File: config.mk
export PLATFORM = sky130hd
export DESIGN_NAME = gear_status_display
export DESIGN_NICKNAME = d
export VERILOG_FILES = /design/src/rtl/gear_status_display.sv
export SDC_FILE = /design/constraint.sdc
export NUM_CORES = 1
export LEC_CHECK = 0
export ABC_AREA = 0
export BUFFER_PORTS_ARGS = -buffer_cell sky130_fd_sc_hd__buf_2
export CAP_MARGIN = 20
export CORE_AREA = 2 2 85 87
export CTS_CLUSTER_SIZE = 30
export DETAILED_ROUTE_END_ITERATION = 16
export DIE_AREA = 0 0 87 89
export REMOVE_ABC_BUFFERS = 1
export SLEW_MARGIN = 20
export SYNTH_ARGS = -nofsm -noshare
export SYNTH_HDL_FRONTEND = slang
export SYNTH_SLANG_ARGS = --single-unit
File: constraint.sdc
create_clock -name clk -period 2.45 [get_ports clk]
set_input_delay 0.49 -clock clk [delete_from_list [all_inputs] [get_ports clk]]
set_output_delay 0.49 -clock clk [all_outputs]
set_load 0.1 [all_outputs]
File: src/rtl/gear_status_display.sv
// Gear-selector status bus reader: glitch-filters the one-hot status word, validates it,
// and drives a 7-segment digit plus binary gear code, change strobe and fault flag.
module gear_status_display #(
  parameter int STABLE_CYCLES = 4,
  parameter int BLINK_CYCLES  = 16,
  parameter int BLINK_BIT     = 2
) (
  input  logic       clk,
  input  logic       reset,
  input  logic [6:0] status,
  output logic [6:0] seg,
  output logic       dp,
  output logic [2:0] gear_code,
  output logic       change_pulse,
  output logic       fault
);

  localparam int CW     = $clog2(STABLE_CYCLES + 1);
  localparam int BW_RAW = $clog2(BLINK_CYCLES + 1);
  localparam int BW     = (BW_RAW > BLINK_BIT) ? BW_RAW : BLINK_BIT + 1;

  localparam logic [CW-1:0] CNT_MAX    = CW'(STABLE_CYCLES - 1);
  localparam logic [BW-1:0] BLINK_LAST = BW'(BLINK_CYCLES - 1);

  localparam logic [2:0] CODE_NONE = 3'd7;
  localparam logic [2:0] CODE_D1   = 3'd3;

  localparam logic [6:0] GLYPH_P    = 7'b1110011;
  localparam logic [6:0] GLYPH_R    = 7'b1010000;
  localparam logic [6:0] GLYPH_N    = 7'b1010100;
  localparam logic [6:0] GLYPH_1    = 7'b0000110;
  localparam logic [6:0] GLYPH_2    = 7'b1011011;
  localparam logic [6:0] GLYPH_3    = 7'b1001111;
  localparam logic [6:0] GLYPH_4    = 7'b1100110;
  localparam logic [6:0] GLYPH_E    = 7'b1111001;
  localparam logic [6:0] GLYPH_DASH = 7'b1000000;

  typedef enum logic [1:0] {
    IDLE,
    SHOW,
    BLINK,
    FAULT
  } state_t;

  function automatic logic [2:0] decodeWord(input logic [6:0] w);
    logic [2:0] code;
    case (w)
      7'b0010000: code = 3'd0;
      7'b1000000: code = 3'd1;
      7'b0100000: code = 3'd2;
      7'b0000001: code = 3'd3;
      7'b0000010: code = 3'd4;
      7'b0000100: code = 3'd5;
      7'b0001000: code = 3'd6;
      default:    code = CODE_NONE;
    endcase
    return code;
  endfunction

  function automatic logic [6:0] glyphOf(input logic [2:0] code);
    logic [6:0] g;
    case (code)
      3'd0:    g = GLYPH_P;
      3'd1:    g = GLYPH_R;
      3'd2:    g = GLYPH_N;
      3'd3:    g = GLYPH_1;
      3'd4:    g = GLYPH_2;
      3'd5:    g = GLYPH_3;
      3'd6:    g = GLYPH_4;
      default: g = GLYPH_E;
    endcase
    return g;
  endfunction

  logic [6:0]    statusSync_q;
  logic [6:0]    cand_q, cand_d;
  logic [CW-1:0] stableCnt_q, stableCnt_d;
  logic [6:0]    accWord_q;

  state_t        state_q;
  logic [BW-1:0] blinkCnt_q;
  logic [BW-1:0] blinkNext;
  logic [6:0]    seg_q;
  logic          dp_q;
  logic [2:0]    code_q;
  logic          pulse_q;
  logic          fault_q;

  logic          acceptHit;
  logic [2:0]    newCode;

  // The extra s_q==cand term demands one more matching sample after the counter saturates,
  // so a word must persist STABLE_CYCLES+1 samples before it is taken.
  always_comb begin
    cand_d      = cand_q;
    stableCnt_d = stableCnt_q;
    if (statusSync_q != cand_q) begin
      cand_d      = statusSync_q;
      stableCnt_d = '0;
    end else if (stableCnt_q != CNT_MAX) begin
      stableCnt_d = stableCnt_q + CW'(1);
    end
  end

  assign acceptHit = (stableCnt_q == CNT_MAX) && (statusSync_q == cand_q) &&
                     (cand_q != accWord_q);
  assign newCode   = decodeWord(cand_q);
  assign blinkNext = blinkCnt_q + BW'(1);

  always_ff @(posedge clk) begin
    if (reset) begin
      statusSync_q <= '0;
      cand_q       <= '0;
      stableCnt_q  <= '0;
      accWord_q    <= '0;
    end else begin
      statusSync_q <= status;
      cand_q       <= cand_d;
      stableCnt_q  <= stableCnt_d;
      if (acceptHit) begin
        accWord_q <= cand_q;
      end
    end
  end

  // Display FSM; every output is a register updated here.
  always_ff @(posedge clk) begin
    if (reset) begin
      state_q    <= IDLE;
      blinkCnt_q <= '0;
      seg_q      <= GLYPH_DASH;
      dp_q       <= 1'b0;
      code_q     <= CODE_NONE;
      pulse_q    <= 1'b0;
      fault_q    <= 1'b0;
    end else begin
      pulse_q <= 1'b0;
      if (acceptHit) begin
        if (newCode != CODE_NONE) begin
          code_q     <= newCode;
          dp_q       <= (newCode >= CODE_D1);
          fault_q    <= 1'b0;
          pulse_q    <= (newCode != code_q);
          seg_q      <= glyphOf(newCode);
          blinkCnt_q <= '0;
          if ((state_q == SHOW) || (state_q == BLINK)) begin
            state_q <= BLINK;
          end else begin
            state_q <= SHOW;
          end
        end else begin
          state_q <= FAULT;
          code_q  <= CODE_NONE;
          dp_q    <= 1'b0;
          fault_q <= 1'b1;
          seg_q   <= GLYPH_E;
          pulse_q <= (code_q != CODE_NONE);
        end
      end else if (state_q == BLINK) begin
        if (blinkCnt_q == BLINK_LAST) begin
          state_q <= SHOW;
          seg_q   <= glyphOf(code_q);
        end else begin
          blinkCnt_q <= blinkNext;
          seg_q      <= blinkNext[BLINK_BIT] ? 7'b0000000 : glyphOf(code_q);
        end
      end
    end
  end

  assign seg          = seg_q;
  assign dp           = dp_q;
  assign gear_code    = code_q;
  assign change_pulse = pulse_q;
  assign fault        = fault_q;

endmodule

==> impl_metrics.yaml, run 1 <==
run_status:
  status: "finished clean"
floorplanning:
  io_pins: 22
  die_area_um2: 7740
  start_util: 0.344
  fp.dieH_um: 89
  core_area_um2: 6720
  die-width_um: 87
  num_rows: 30
timing:
  worst_slew_pin_slew_ns: 0.501
  setup-tns-final_ns: 0
  setup_violations: 0
  skew_ns: 0.00502
  drv_slew: 0
  hold_viol: 0
  rsz0062_at_grt: "false"
  timing.slew.headroom: 0.665
  period_share: 0.888
  setup_ws_ns: 0.275
  period_minus_slack_ns: 2.18
  timing.fmax_mhz: 460
finish:
  register_area_um2: 881
  utilization: 0.384
  final_cells: 367
  nets: 300
  drive_gt1_frac: 0.167
  fill_cells: 684
  antenna-diode-count: 0
  syn2layout_area_growth_pct: 11.5
  multi_input_area_um2: 1290
critical_path:
  criticalPathCategory: "flop to flop"
  cpPeakStageDelay_ns: 0.59
  cp_slowest_cell: "or4_4"
  crit-reg2reg-launch: "cand_q[6]"
  reg2reg_depth: 5
  crit_required_ns: 2.65
  crit_path_end_kind: "flop"
  rrSetupSlack_ns: 0.27
  worstPathArrival_ns: 2.38
  crit_chain: "or4_4, or4b_4, o211a_1, nor3_2, o21bai_1"
  critical-path-top-delay-family: "simple AND/OR/NAND/NOR gates"
  crit_path_start_kind: "flop"
  crit_buf_inv: 0
  path_depth: 5
  worstPathMaxFanout: 10
  r2r-end: "gear_code[1]"
cts:
  numCtsBuffers: 5
  clk_pin_slew_worst_paths_ns: 0.08
  cts_buffer_depth: 2
  cts-root-buf: "clkbuf_8"
  clk_latency_ns: 0.30
  ctsHtreeMaxLevel: 2
  tritoncts: "built"
  clkSinkCount: 44
  ctsHoldBuffers: 0
  cts_setup_buffers: 0
  cts_resized: 0
worst_hold_path:
  worstHoldEndpoint: "statusSync_q[0]"
  min_from: "status[0]"
  whs_path_depth: 2
  hp-class: "input pin to flop"
job:
  max_cap_viol_count: 0
yosys:
  synth.avg_cell_area_um2: 8.47
  synthTopCellsByArea: "dfxtp_1 38%, nor2b_1 5.1%, nand2_1 5.0%"
  yosysTopAreaCellShare: 0.381
  ys_seq_elements: 44
  synth_flop_cell: "dfxtp_1"
  yosys_warnings: 0
  synth_cell_types: 53
  netlist_area_um2: 2310
  netlist_instances: 273
  ys_seq_area_frac: 0.381
  synth_edf_count: 0
  async_flop_share: 0
  synth.largest_area_cell: "dfxtp_1"
global_routing:
  grt_pass1_vias: 1654
  grt_pass1_wl_mm: 8.09
  grt_usage: 0.133
  antenna_found_initial: 0
  gr-total-overflow: 0
  grt_max_degree: 41
route:
  final_antenna_net_count: 0
  drtIter0Drc: 74
  viasPerCell: 5.10
  wl_per_cell_um: 13.2
  dr.pass1.iters: 4
  drc_errors: 0
  wl_mm: 4.85
  via_count: 1870
place:
  dpl.cell_count: 359
  io_buffers: 21
  hpwl_mm: 3.30
  gp_congestion: 0.826
  place_ws_ns: 0.299
pwr:
  power.density_nw_per_um2: 553
  leakage_nw: 0.994
  peakVddDrop_v: 0.000284
## routing by layer
| layer | vias up | track usage | part of all wire | wire, µm |
|---|---|---|---|---|
| met1 | 859 | 0.184 | 0.51 | 2480 |
| li1 | 971 | - | - | - |
| met4 | 0 | 0.0526 | 0.017 | 82 |
| met3 | 7 | 0.0314 | 0.037 | 180 |
| met5 | - | 0 | 0 | 0 |
| met2 | 33 | 0.201 | 0.43 | 2100 |
## flip-flops by register name (all words and copies together) (netlist names)
register and count:
gear_code 3, cand_q 7, fault 1, state_q 2
stableCnt_q 3, statusSync_q 7, accWord_q 7, dp 1
change_pulse 1, seg 7, blinkCnt_q 5
## power by group
group	internal [mW]	leakage [nW]	total [mW]	switching, mW
clock network	0.302	0.0541	0.556	0.255
logic	0.0566	0.582	0.126	0.0697
registers	0.726	0.358	0.743	0.0168
total	1.08	0.994	1.43	0.341
## layout by cell type, fill, tap and decap left out, types with 2 or more instances in the layout
| cell | instances |
|---|---|
| nor3_1 | 7 |
| mux2i_1 | 2 |
| dfxtp_1 | 44 |
| or3_1 | 4 |
| a31oi_1 | 2 |
| o21ai_0 | 7 |
| xor2_1 | 13 |
| a21oi_1 | 18 |
| a211o_1 | 3 |
| a211oi_1 | 5 |
| nand2b_1 | 2 |
| and2_1 | 2 |
| nand2_1 | 31 |
| nand3_1 | 9 |
| a211oi_2 | 2 |
| and3_1 | 2 |
| ha_1 | 5 |
| xnor2_1 | 12 |
| nor4_1 | 2 |
| or2_2 | 3 |
| inv_1 | 6 |
| buf_2 | 21 |
| nand3b_1 | 2 |
| nand4_1 | 4 |
| nor2b_1 | 19 |
| o21bai_1 | 2 |
| nand4b_1 | 3 |
| clkbuf_8 | 5 |
| buf_4 | 6 |
| nor2_1 | 19 |
## cells in the mapped netlist, types with 2 or more instances
cell type  count
ha_1           5
mux2i_1        2
xnor2_1       12
a21oi_1       18
o21bai_1       2
or3_1          4
and3_1         2
nand4_1        4
nor2_1        19
nor2b_1       19
a211oi_2       2
a211o_1        3
buf_2          6
xor2_1        13
nand3b_1       2
and2_1         2
nand4b_1       3
nor4_1         2
or2_2          3
o21ai_0        7
buf_6          3
nor3_1         7
nand2_1       31
inv_1          6
dfxtp_1       44
nand3_1        9
a31oi_1        2
a211oi_1       5
nand2b_1       2
clkbuf_1      11
## worst reg2reg max path, cell delays in order (launching register included)
cell and delay [ns]:
dfxtp_1 0.44, or4_4 0.59, or4b_4 0.54, o211a_1 0.24
nor3_2 0.19, o21bai_1 0.07
## how the worst max path moves through the flow
stage | startpoint | to | slack [ns]
floorplan | stableCnt_q[0] | seg[4] | 0.07
global placement | cand_q[6] | gear_code[1] | 0.35
detailed placement | cand_q[6] | gear_code[1] | 0.30
CTS | cand_q[6] | gear_code[1] | 0.28
global route | cand_q[3] | blinkCnt_q[1] | 0.17
finish | cand_q[6] | gear_code[1] | 0.27
## through the flow
| step | power [mW] | area (µm²) | hold WS, ns |
|---|---|---|---|
| floorplan | 0.843 | 2200 | 0.438 |
| detailed placement | 0.886 | 2470 | 0.447 |
| global route | 1.49 | 2580 | 0.382 |
| finish | 1.43 | 2580 | 0.385 |
| CTS | 1.45 | 2580 | 0.377 |
| global placement | 0.885 | 2470 | 0.445 |
## logic make-up (layout without fill, tap and decap cells)
family | Yosys count | in the layout | synth area share
adders and majority gates | 5 | 5 | 0.0271
and+or+nand+nor | 114 | 114 | 0.259
xor gates and xnor gates | 25 | 25 | 0.0947
muxes | 2 | 2 | 0.00866
DFF | 44 | 44 | 0.381
AOI/OAI and AO/OA | 55 | 55 | 0.169
buffers and inverters | 28 | 42 | 0.0601
## layout make-up
class,instances,share of cell area
Tap cell,80,0.0388
Clock buffer,5,0.0267
Clock inverter,3,0.0165
Multi-Input combinational cell,201,0.501
Inverter,6,0.00874
Timing Repair Buffer,28,0.0660
Sequential cell,44,0.342
Power figures use the tool's default switching activity.
==> run 2, diff against run 1 <==
BUFFER_PORTS_ARGS = unset   (was -buffer_cell sky130_fd_sc_hd__buf_2)
DONT_BUFFER_PORTS = 1   (was unset)
==> impl_metrics.yaml, run 2 (synthesized netlist as in run 1, its figures left out) <==
run_status:
  status: "finished clean"
finish:
  multi_input_area_um2: 1290
  antenna-diode-count: 0
  fill_cells: 680
  drive_gt1_frac: 0.146
  final_cell_mix: "44 x dfxtp_1, 31 x nand2_1, 21 x buf_4, 19 x nor2_1, 19 x nor2b_1"
  nets: 293
  register_area_um2: 881
  layout_commonest_cell: "dfxtp_1"
  syn2layout_area_growth_pct: 10.3
global_routing:
  grt_usage: 0.137
  grt_pass1_wl_mm: 8.42
  antenna_found_initial: 0
  grt_pass1_vias: 1812
  gr-total-overflow: 0
  grt_max_degree: 42
timing:
  skew_ns: 0.00771
  timing.slew.headroom: 0.637
  drv_slew: 0
  timing.fmax_mhz: 475
  hold_viol: 0
  period_minus_slack_ns: 2.10
  period_share: 0.859
  worst_slew_pin_slew_ns: 0.544
  setup_violations: 0
  setup-tns-final_ns: 0
  setup_ws_ns: 0.346
  rsz0062_at_grt: "false"
floorplanning:
  fp.dieH_um: 89
  die-width_um: 87
  die_area_um2: 7740
  core_area_um2: 6720
  start_util: 0.344
  num_rows: 30
  io_pins: 22
critical_path:
  crit_required_ns: 2.64
  worstPathArrival_ns: 2.29
  startpoint: "cand_q[4]"
  crit_path_end_kind: "flop"
  crit_path_start_kind: "flop"
  worstPathMaxFanout: 9
  criticalPathCategory: "flop to flop"
  crit-reg2reg-launch: "cand_q[4]"
route:
  wl_per_cell_um: 13.6
  via_count: 1877
  wl_mm: 4.88
  dr.pass1.iters: 4
  drc_errors: 0
  viasPerCell: 5.21
  drtIter0Drc: 78
  final_antenna_net_count: 0
worst_hold_path:
  hp-class: "input pin to flop"
  min_from: "reset"
cts:
  cts_buffer_depth: 2
  clk_latency_ns: 0.30
  cts-root-buf: "clkbuf_8"
  cts_setup_buffers: 0
  ctsHoldBuffers: 0
  numCtsBuffers: 5
  cts_resized: 0
  tritoncts: "built"
  ctsHtreeMaxLevel: 2
  clk_pin_slew_worst_paths_ns: 0.09
  clkSinkCount: 44
pwr:
  pwr-share-comb: 0.085
  p_int_mw: 1.01
  peakVddDrop_v: 0.000324
  power.density_nw_per_um2: 526
  switching_share: 0.249
  sequentialPowerShare: 0.552
  switchingPower_uw: 334
  leakage_nw: 0.955
  p_clk_frac: 0.363
place:
  hpwl_mm: 3.43
  place_ws_ns: 0.344
  gp_congestion: 0.867
  io_buffers: 0
job:
  max_cap_viol_count: 0
-- run 2: cell count changes in the layout (fill, tap and decap cells not counted), sizes merged --
cell and delta:
buf -7, bufinv -1, clkbuf +1, clkinv -1
clkinvlp +1
-- run 2: metal layers --
| layer | GRT usage | vias to the layer above | part of all wire |
|---|---|---|---|
| met5 | 0 | - | 0 |
| met4 | 0.0497 | 0 | 0.014 |
| met3 | 0.0314 | 7 | 0.034 |
| met2 | 0.223 | 28 | 0.45 |
| met1 | 0.178 | 885 | 0.50 |
| li1 | - | 957 | - |
-- run 2: path summary, 6_finish.rpt --
kind                                         to  slack (ns)  cells after the start
worst max-delay path               gear_code[1]        0.35                      5
worst min-delay path            statusSync_q[2]        0.24                      1
worst max register to register     gear_code[1]        0.35                      5
worst min register to register     accWord_q[3]        0.46                      2
-- run 2: power by group through the flow --
stage | logic [mW] | clock network (mW) | registers [mW]
final | 0.114 | 0.487 | 0.741
after global placement | 0.114 | 0 | 0.758
after global routing | 0.127 | 0.529 | 0.743
after floorplan | 0.0866 | 0 | 0.757
after detailed placement | 0.115 | 0 | 0.758
after CTS | 0.115 | 0.503 | 0.741
-- run 2: stage by stage --
stage                     hold slack (ns)  utilization  instance area [µm²]  std cells  power (mW)
after floorplan                     0.438            -                 2200        251       0.843
after global placement              0.447        0.365                 2450        352       0.871
after detailed placement            0.453        0.365                 2450        352       0.873
after CTS                           0.237        0.380                 2550        360        1.36
after global routing                0.232        0.380                 2550        360        1.40
final                               0.244        0.380                 2550        360        1.34
-- run 2: critical path, stage by stage (launching register included) --
cell and delay, ns:
dfxtp_1 0.41, or4_4 0.53, or4b_4 0.54, o211a_1 0.24, nor3_2 0.18, o21bai_1 0.09
-- run 2: cell type report --
| type | instances | area share |
|---|---|---|
| multi-input combinational | 201 | 0.507 |
| sequential | 44 | 0.345 |
| timing repair buffer | 21 | 0.0618 |
| tap | 80 | 0.0392 |
| clock buffer | 6 | 0.0324 |
| inverter | 6 | 0.00883 |
| clock inverter | 2 | 0.00589 |
